==> src/rtl/i2c_line_conditioner.sv <==
// i2c_line_conditioner
// Conditions raw SCL/SDA pad values for an I2C slave or monitor:
// two-flop synchronisers, per-line glitch filters, registered SCL edge
// strobes, START/STOP detection and a bus-state FSM with an SCL-low
// timeout. All logic runs on clk; rst_n is asynchronous, active-low.

module i2c_line_conditioner #(
  parameter int FILTER_CYCLES  = 3,        // 1..15
  parameter int TIMEOUT_CYCLES = 1250000   // >= 2
) (
  input  logic clk,
  input  logic rst_n,
  input  logic scl_raw,
  input  logic sda_raw,
  output logic scl_f,
  output logic sda_f,
  output logic scl_rise,
  output logic scl_fall,
  output logic start_det,
  output logic stop_det,
  output logic bus_busy,
  output logic bus_timeout
);

  // Low-time counter width and its saturation value.
  localparam int              LW      = $clog2(TIMEOUT_CYCLES + 1);
  localparam logic [LW-1:0]   TO_MAX  = LW'(TIMEOUT_CYCLES);
  localparam logic [LW-1:0]   LOW_ONE = LW'(1);

  // Filter counter value at which the next differing cycle commits.
  localparam logic [3:0]      FC_LAST = 4'(FILTER_CYCLES - 1);

  // Bus FSM encoding.
  localparam logic [1:0] ST_IDLE    = 2'd0;
  localparam logic [1:0] ST_BUSY    = 2'd1;
  localparam logic [1:0] ST_TIMEOUT = 2'd2;

  // Line index 0 is SCL, index 1 is SDA.
  logic [1:0] w_raw;
  logic [1:0] w_filt;        // current filtered value per line
  logic [1:0] w_filt_next;   // filtered value after the coming edge

  assign w_raw = {sda_raw, scl_raw};

  // ------------------------------------------------------------------
  // Per-line synchroniser and glitch filter.
  // ------------------------------------------------------------------
  generate
    for (genvar gi = 0; gi < 2; gi++) begin : g_line
      logic       r_sync1;
      logic       r_sync2;
      logic       r_filt;
      logic [3:0] r_fcnt;
      logic       w_line_filt_next;
      logic [3:0] w_line_fcnt_next;

      // Filter decision: count consecutive disagreeing cycles; commit the
      // synchronised value on the FILTER_CYCLES-th one, restart otherwise.
      always_comb begin
        w_line_filt_next = r_filt;
        w_line_fcnt_next = 4'd0;
        if (r_sync2 != r_filt) begin
          if (r_fcnt == FC_LAST) begin
            w_line_filt_next = r_sync2;
          end else begin
            w_line_fcnt_next = r_fcnt + 4'd1;
          end
        end
      end

      // Synchroniser, filter counter and filtered value; idle bus level is 1.
      always_ff @(posedge clk or negedge rst_n) begin
        if (!rst_n) begin
          r_sync1 <= 1'b1;
          r_sync2 <= 1'b1;
          r_filt  <= 1'b1;
          r_fcnt  <= 4'd0;
        end else begin
          r_sync1 <= w_raw[gi];
          r_sync2 <= r_sync1;
          r_filt  <= w_line_filt_next;
          r_fcnt  <= w_line_fcnt_next;
        end
      end

      assign w_filt[gi]      = r_filt;
      assign w_filt_next[gi] = w_line_filt_next;
    end
  endgenerate

  // ------------------------------------------------------------------
  // Edge and condition strobes. They are computed from the current and
  // next filtered values so that each strobe is high in the very first
  // cycle the filtered line shows its new level.
  // ------------------------------------------------------------------
  logic w_scl_cur;
  logic w_scl_nxt;
  logic w_sda_cur;
  logic w_sda_nxt;

  assign w_scl_cur = w_filt[0];
  assign w_scl_nxt = w_filt_next[0];
  assign w_sda_cur = w_filt[1];
  assign w_sda_nxt = w_filt_next[1];

  logic r_scl_rise;
  logic r_scl_fall;
  logic r_start_det;
  logic r_stop_det;

  // START/STOP need SCL steady high across the SDA edge, so a coincident
  // SCL change yields only the SCL strobe.
  always_ff @(posedge clk or negedge rst_n) begin
    if (!rst_n) begin
      r_scl_rise  <= 1'b0;
      r_scl_fall  <= 1'b0;
      r_start_det <= 1'b0;
      r_stop_det  <= 1'b0;
    end else begin
      r_scl_rise  <= ~w_scl_cur &  w_scl_nxt;
      r_scl_fall  <=  w_scl_cur & ~w_scl_nxt;
      r_start_det <=  w_scl_cur &  w_scl_nxt &  w_sda_cur & ~w_sda_nxt;
      r_stop_det  <=  w_scl_cur &  w_scl_nxt & ~w_sda_cur &  w_sda_nxt;
    end
  end

  // ------------------------------------------------------------------
  // Bus FSM with SCL-low timeout.
  // ------------------------------------------------------------------
  logic [1:0]    r_state;
  logic [1:0]    w_state_next;
  logic [LW-1:0] r_low_cnt;
  logic [LW-1:0] w_low_cnt_next;

  // Next-state and low-time counter. The counter only runs in BUSY and is
  // zeroed on every transition, so it starts fresh after each state change.
  always_comb begin
    w_state_next   = r_state;
    w_low_cnt_next = r_low_cnt;
    case (r_state)
      ST_IDLE: begin
        w_low_cnt_next = '0;
        if (r_start_det) begin
          w_state_next = ST_BUSY;
        end
      end
      ST_BUSY: begin
        if (r_stop_det) begin
          w_state_next   = ST_IDLE;
          w_low_cnt_next = '0;
        end else if (r_low_cnt == TO_MAX) begin
          w_state_next   = ST_TIMEOUT;
          w_low_cnt_next = '0;
        end else if (w_scl_cur) begin
          w_low_cnt_next = '0;
        end else begin
          w_low_cnt_next = r_low_cnt + LOW_ONE;
        end
      end
      ST_TIMEOUT: begin
        w_low_cnt_next = '0;
        if (r_stop_det) begin
          w_state_next = ST_IDLE;
        end else if (r_start_det) begin
          w_state_next = ST_BUSY;
        end
      end
      default: begin
        w_state_next   = ST_IDLE;
        w_low_cnt_next = '0;
      end
    endcase
  end

  // FSM state and low-time counter registers.
  always_ff @(posedge clk or negedge rst_n) begin
    if (!rst_n) begin
      r_state   <= ST_IDLE;
      r_low_cnt <= '0;
    end else begin
      r_state   <= w_state_next;
      r_low_cnt <= w_low_cnt_next;
    end
  end

  // ------------------------------------------------------------------
  // Outputs.
  // ------------------------------------------------------------------
  assign scl_f       = w_filt[0];
  assign sda_f       = w_filt[1];
  assign scl_rise    = r_scl_rise;
  assign scl_fall    = r_scl_fall;
  assign start_det   = r_start_det;
  assign stop_det    = r_stop_det;
  assign bus_busy    = (r_state != ST_IDLE);
  assign bus_timeout = (r_state == ST_TIMEOUT);

endmodule

==> config.mk <==
export PLATFORM = sky130hd
export DESIGN_NAME = i2c_line_conditioner
export DESIGN_NICKNAME = d
export VERILOG_FILES = /design/src/rtl/i2c_line_conditioner.sv
export SDC_FILE = /design/constraint.sdc
export NUM_CORES = 1
export LEC_CHECK = 0
export CAP_MARGIN = 10
export CORE_AREA = 2 2 60 62
export CTS_CLUSTER_DIAMETER = 60
export DETAILED_ROUTE_END_ITERATION = 8
export DIE_AREA = 0 0 62 64
export PLACE_DENSITY_LB_ADDON = 0.12
export SLEW_MARGIN = 20
export SYNTH_ARGS = -nofsm -noshare
export SYNTH_HDL_FRONTEND = slang
export SYNTH_SLANG_ARGS = --single-unit
==> constraint.sdc <==
create_clock -name clk -period 2.93 [get_ports clk]
set_input_delay 0.293 -clock clk [delete_from_list [all_inputs] [get_ports clk]]
set_output_delay 0.293 -clock clk [all_outputs]
set_load 0.1 [all_outputs]
Yosys cells after proc, flatten, opt, wreduce, memory -nomap -nowiden
Index checks and enable logic that the tools add are counted.
Word-level totals
  latch bits: 0
  memories kept: 0
  bits in writable memories: 0
  register bits: 41
  bits of input ports: 4
  ROM bits: 0
Cells by class
  $lt $le $gt $ge: 0
  shift-type cells: 0
  muxes and demuxes: 17
  $add $sub $neg: 3
  div/mod/pow operators: 0
  reductions and logical operators: 2
  bitwise gates (word level): 11
  multipliers: 0
  eq/ne operators: 8
Operators with widths (count)
  two-way mux 21 bit: 4
  adder 21 x 1 -> 21 bit, second input constant: 1
  == test 21 bit, second input constant: 1
  two-way mux 4 bit: 4
  adder 4 x 1 -> 4 bit, second input constant: 2
  == test 4 x 2 -> 1 bit, second input constant: 2
  two-way mux 2 bit: 4
  bitwise AND 1 bit: 7
  one-hot mux 2 bit (3 select lines): 1
  two-way mux 1 bit: 4
  NOT 1 bit: 4
  inequality test 3 bit, second input constant: 1
  == test 2 x 1 -> 1 bit, second input constant: 1
  == test 2 bit, second input constant: 1
  zero test 2 bit: 1
  inequality test 1 bit: 2
  nonzero test 2 bit: 1

Depth between registers and ports, before layout
  word-level depth: 6
  depth in mapped cells: 7

Worst setup path after synthesis
Ideal clock, no wire load.
  path kind: register to register
  start point: reg r_state[0]
  end point: reg r_state[1]
  arrival: 2.152 ns
  stages on the path, launching flop included: 4
  library setup time: 0.064 ns
  path slack: 0.715 ns
  cell sequence: dfrtp_1 nor2b_1 nor2b_1 o21ba_2
On the way
  cells in the longest elaborated chain, start to end: 2
Ends and longest elaborated chain
  from (decl): RTL line 130  | logic [1:0] r_state;
  from (signal assigned): RTL line 181  | r_state <= w_state_next;
  == test 2 bit
  net bus_timeout: RTL line 22  | output logic bus_timeout
  one-hot mux 2 bit (3 select lines): RTL line 140  | case (r_state)
The timed path passes the listed nets, and every way through them passes these cells.
A chain may end at the register's enable or synchronous reset.

Worst setup path in the final report
  start point: reg r_low_cnt[15]
  end point: reg r_low_cnt[0]
On the way
  cells in the longest elaborated chain, start to end: 4
Ends and longest elaborated chain
  from (decl): RTL line 132  | logic [LW-1:0] r_low_cnt;
  from (signal assigned): RTL line 182  | r_low_cnt <= w_low_cnt_next;
  == test 21 bit: RTL line 151  | end else if (r_low_cnt == TO_MAX) begin
  two-way mux 21 bit: RTL line 151
  two-way mux 21 bit: RTL line 148  | if (r_stop_det) begin
  two-way mux 21 bit: RTL line 140
  net w_low_cnt_next[0]: RTL line 133  | logic [LW-1:0] w_low_cnt_next;
The timed path passes the listed nets, and every way through them passes these cells.

==> results.yml <==
drt:
  detail_route.wirelength_um: 3300
  via_per_inst: 5.48
  routed_wire_length_per_instance_um: 13.4
  drt-initial-drc-count: 80
  drt_drc_violations_left: 0
  route.antenna.remaining_nets: 0
  firstDrtPassIters: 4
  route.vias.total: 1353
finish:
  fillCellCount: 273
  nets: 210
  diodes: 0
  drive_above_1_share: 0.154
  area_growth_syn_to_layout_pct: 9.06
worst_setup_path:
  critical_path.startpoint: "r_low_cnt[15]$_DFF_PN0_"
  timing.critical_path.fanout_max: 11
  timing.critical_path.slowest_cell_delay_ns: 0.53
  critical_path_end_type: "register"
  worst-setup-path-type: "register to register"
  critical_path.cell_chain: "or4_1 -> or4_4 -> o21ai_2 -> buf_4 -> nor2_1"
  reg2regPathDepth: 5
  critPathSlowestCell: "or4_1"
  r2r_end: "r_low_cnt[0]$_DFF_PN0_"
  worstPathArrival_ns: 2.49
  startpoint_type: "register"
  setup.worst_path.end: "r_low_cnt[0]$_DFF_PN0_"
  worst_ep_required_time_ns: 3.16
  reg2reg_slack_ns: 0.67
  r2r-start: "r_low_cnt[15]$_DFF_PN0_"
sta:
  setup_viol_count_final: 0
  fin_hold_ws_ns: 0.0480
  period_share: 0.771
  fin_crit_ns: 2.26
  timing.fmax_mhz: 442
  hold_violations: 0
  finalSetupTns_ns: 0
  maxSlewHeadroom: 0.430
  slew_viol_final: 0
  unrepaired_setup_endpoints_after_global_routing: "no"
  fin_skew_ns: 0.00678
  max_slew.worst_pin.slew_ns: 0.855
global_routing:
  grt_pass1_vias: 1271
  maximum_number_of_pins_on_one_net_before_global_route_repair: 42
  globalRouteOverflowTotal: 0
  gr-usage-all-layers: 0.198
  grt_first_pass_wirelength_um: 5710
  grt_antenna_before_repair: 0
logic_synthesis:
  syn_inst: 184
  yosys_register_bits: 41
  synth_ff_type: "dfrtp_1"
  synth_cell_type_count: 33
  synth_largest_type_area_fraction: 0.456
  synth.avg_cell_area_sq_um: 10.4
  async_flop_share: 1.00
  sequential_cell_area_fraction_in_the_yosys_report: 0.538
  synth_nets: 194
  synthesis.yosys.warnings: 0
  cell_types_occupying_the_most_area_after_synthesis: "dfrtp_1 (46%), dfstp_2 (8.2%), nor2_1 (6.4%)"
  synthMostInstantiatedCell: "dfrtp_1"
  post_synth_instance_area_sq_um: 1920
  synth_top_cell_by_area: "dfrtp_1"
  synth-edff-count: 0
  netlist_top_cells_count: "dfrtp_1 (35), nor2_1 (33), inv_1 (13), nand2_1 (11), xnor2_1 (11)"
pwr:
  combinationalPowerShare: 0.331
  cellPowerDensity_nw_per_um2: 696
  internal_power_uw: 856
  switching_power_uw: 600
  p_sw_frac: 0.412
  vdd.ir_drop.worst_mv: 0.253
  static-leakage-power_uw: 0.000869
  share_clk_of_total_power: 0.180
  seq_power_share: 0.489
clock_network:
  cts_max_level: 2
  cts_inserted_buffers: 5
  cts_hold_buffers: 0
  cts_max_path_buffers: 2
  clock_tree.root_cell: "clkbuf_4"
  clock_edge_transition_at_the_registers_on_the_reported_setup_and_hold_paths_ns: 0.11
  resized_gates_after_cts: 0
  tritoncts_num_sinks: 41
  cts_tree: "built"
  insertion_delay_ns: 0.34
  post-cts-setup-buffer-count: 0
job:
  drv_cap: 0
outcome:
  status: "finished, final reports clean"
die:
  floorplan.core_area_sq_um: 3280
  die_area_sq_um: 3970
  floorplan.die.width_um: 62
  initial_cell_density_of_the_core: 0.585
  dieHeight_um: 64
  io-pin-count: 12
  rows: 21
hold_path:
  hold_path.class: "input pin to async pin"
placement:
  placement.io_buffers: 11
  dp.final_hpwl_um: 2400
  gp_congestion: 0.832
-- cell usage in the layout, fill, tap and decap left out, drive strengths merged, types with 8 or more instances in the layout --
cell   Yosys  layout
dfrtp     35      35
nor2      33      33
inv       13      13
nand2     11      11
xnor2     11      11
buf        2      10
xor2       9       9
nand4      8       8
-- through the flow --
stage	cells	power (uW)	utilization	worst slack [ns]	area, sq um
after floorplan	184	1100	-	0.715	1920
after global placement	239	1190	0.622	0.727	2040
after detailed placement	239	1210	0.622	0.693	2040
after CTS	247	1470	0.638	0.660	2090
after global routing	247	1550	0.638	0.563	2090
final	247	1460	0.638	0.670	2090
-- logic make-up after synthesis --
group	count (synthesis)	share of synthesized area
multiplexers	2	0.0117
AO/OA/AOI/OAI	15	0.0489
XOR/XNOR	20	0.0912
flip-flops	41	0.538
adder cells (fa/ha/maj)	6	0.0391
buffers and inverters	16	0.0397
AND/OR/NAND/NOR	84	0.231
-- power by group through the flow --
| stage | logic, uW | registers (uW) | clock network (uW) |
|---|---|---|---|
| after floorplan | 191 | 908 | 0 |
| after global placement | 470 | 716 | 0 |
| after detailed placement | 487 | 725 | 0 |
| after CTS | 489 | 713 | 273 |
| after global routing | 515 | 726 | 307 |
| final | 482 | 713 | 262 |
-- cell type report --
class,count,area (sq um),area share
multi-input combinational,127,811,0.387
sequential,41,1030,0.493
inverter,13,48.8,0.0233
clock inverter,2,10.0,0.00478
tap,46,57.6,0.0275
timing repair buffer,12,92.6,0.0442
clock buffer,6,41.3,0.0197
-- how the worst min path moves through the flow --
stage,from,endpoint,slack (ns),cells past startpoint
floorplan,rst_n,g_line[0].r_fcnt[0]$_DFF_PN0_,-0.003,0
detailed placement,g_line[1].r_sync1$_DFF_PN1_,g_line[1].r_sync2$_DFF_PN1_,0.35,0
global placement,g_line[0].r_sync1$_DFF_PN1_,g_line[0].r_sync2$_DFF_PN1_,0.35,0
global route,rst_n,g_line[1].r_fcnt[3]$_DFF_PN0_,0.09,1
finish,rst_n,g_line[1].r_fcnt[2]$_DFF_PN0_,0.05,1
CTS,rst_n,scl_fall$_DFF_PN0_,0.07,1
-- critical path, delay by kind of cell (launching register included) --
family,cells,cell delay [ns]
buf+inv,1,0.26
compound gates,1,0.39
simple gates,3,1.04
flops,1,0.44
-- layer usage --
metal | global-route usage | vias up | wire length (um)
li1 | - | 653 | -
met1 | 0.245 | 665 | 1390
met2 | 0.311 | 29 | 1700
met3 | 0.0668 | 6 | 155
met4 | 0.0798 | 0 | 57
met5 | 0 | - | 0
-- state kept, by name, indices dropped and copies added, names as in the netlist --
name,cells
scl_rise,1
g_line.r_fcnt,8
g_line.r_sync2,2
sda_f,1
scl_f,1
stop_det,1
r_state,2
r_low_cnt,21
g_line.r_sync1,2
start_det,1
scl_fall,1
Note: power is estimated with default switching activity, not from simulation.
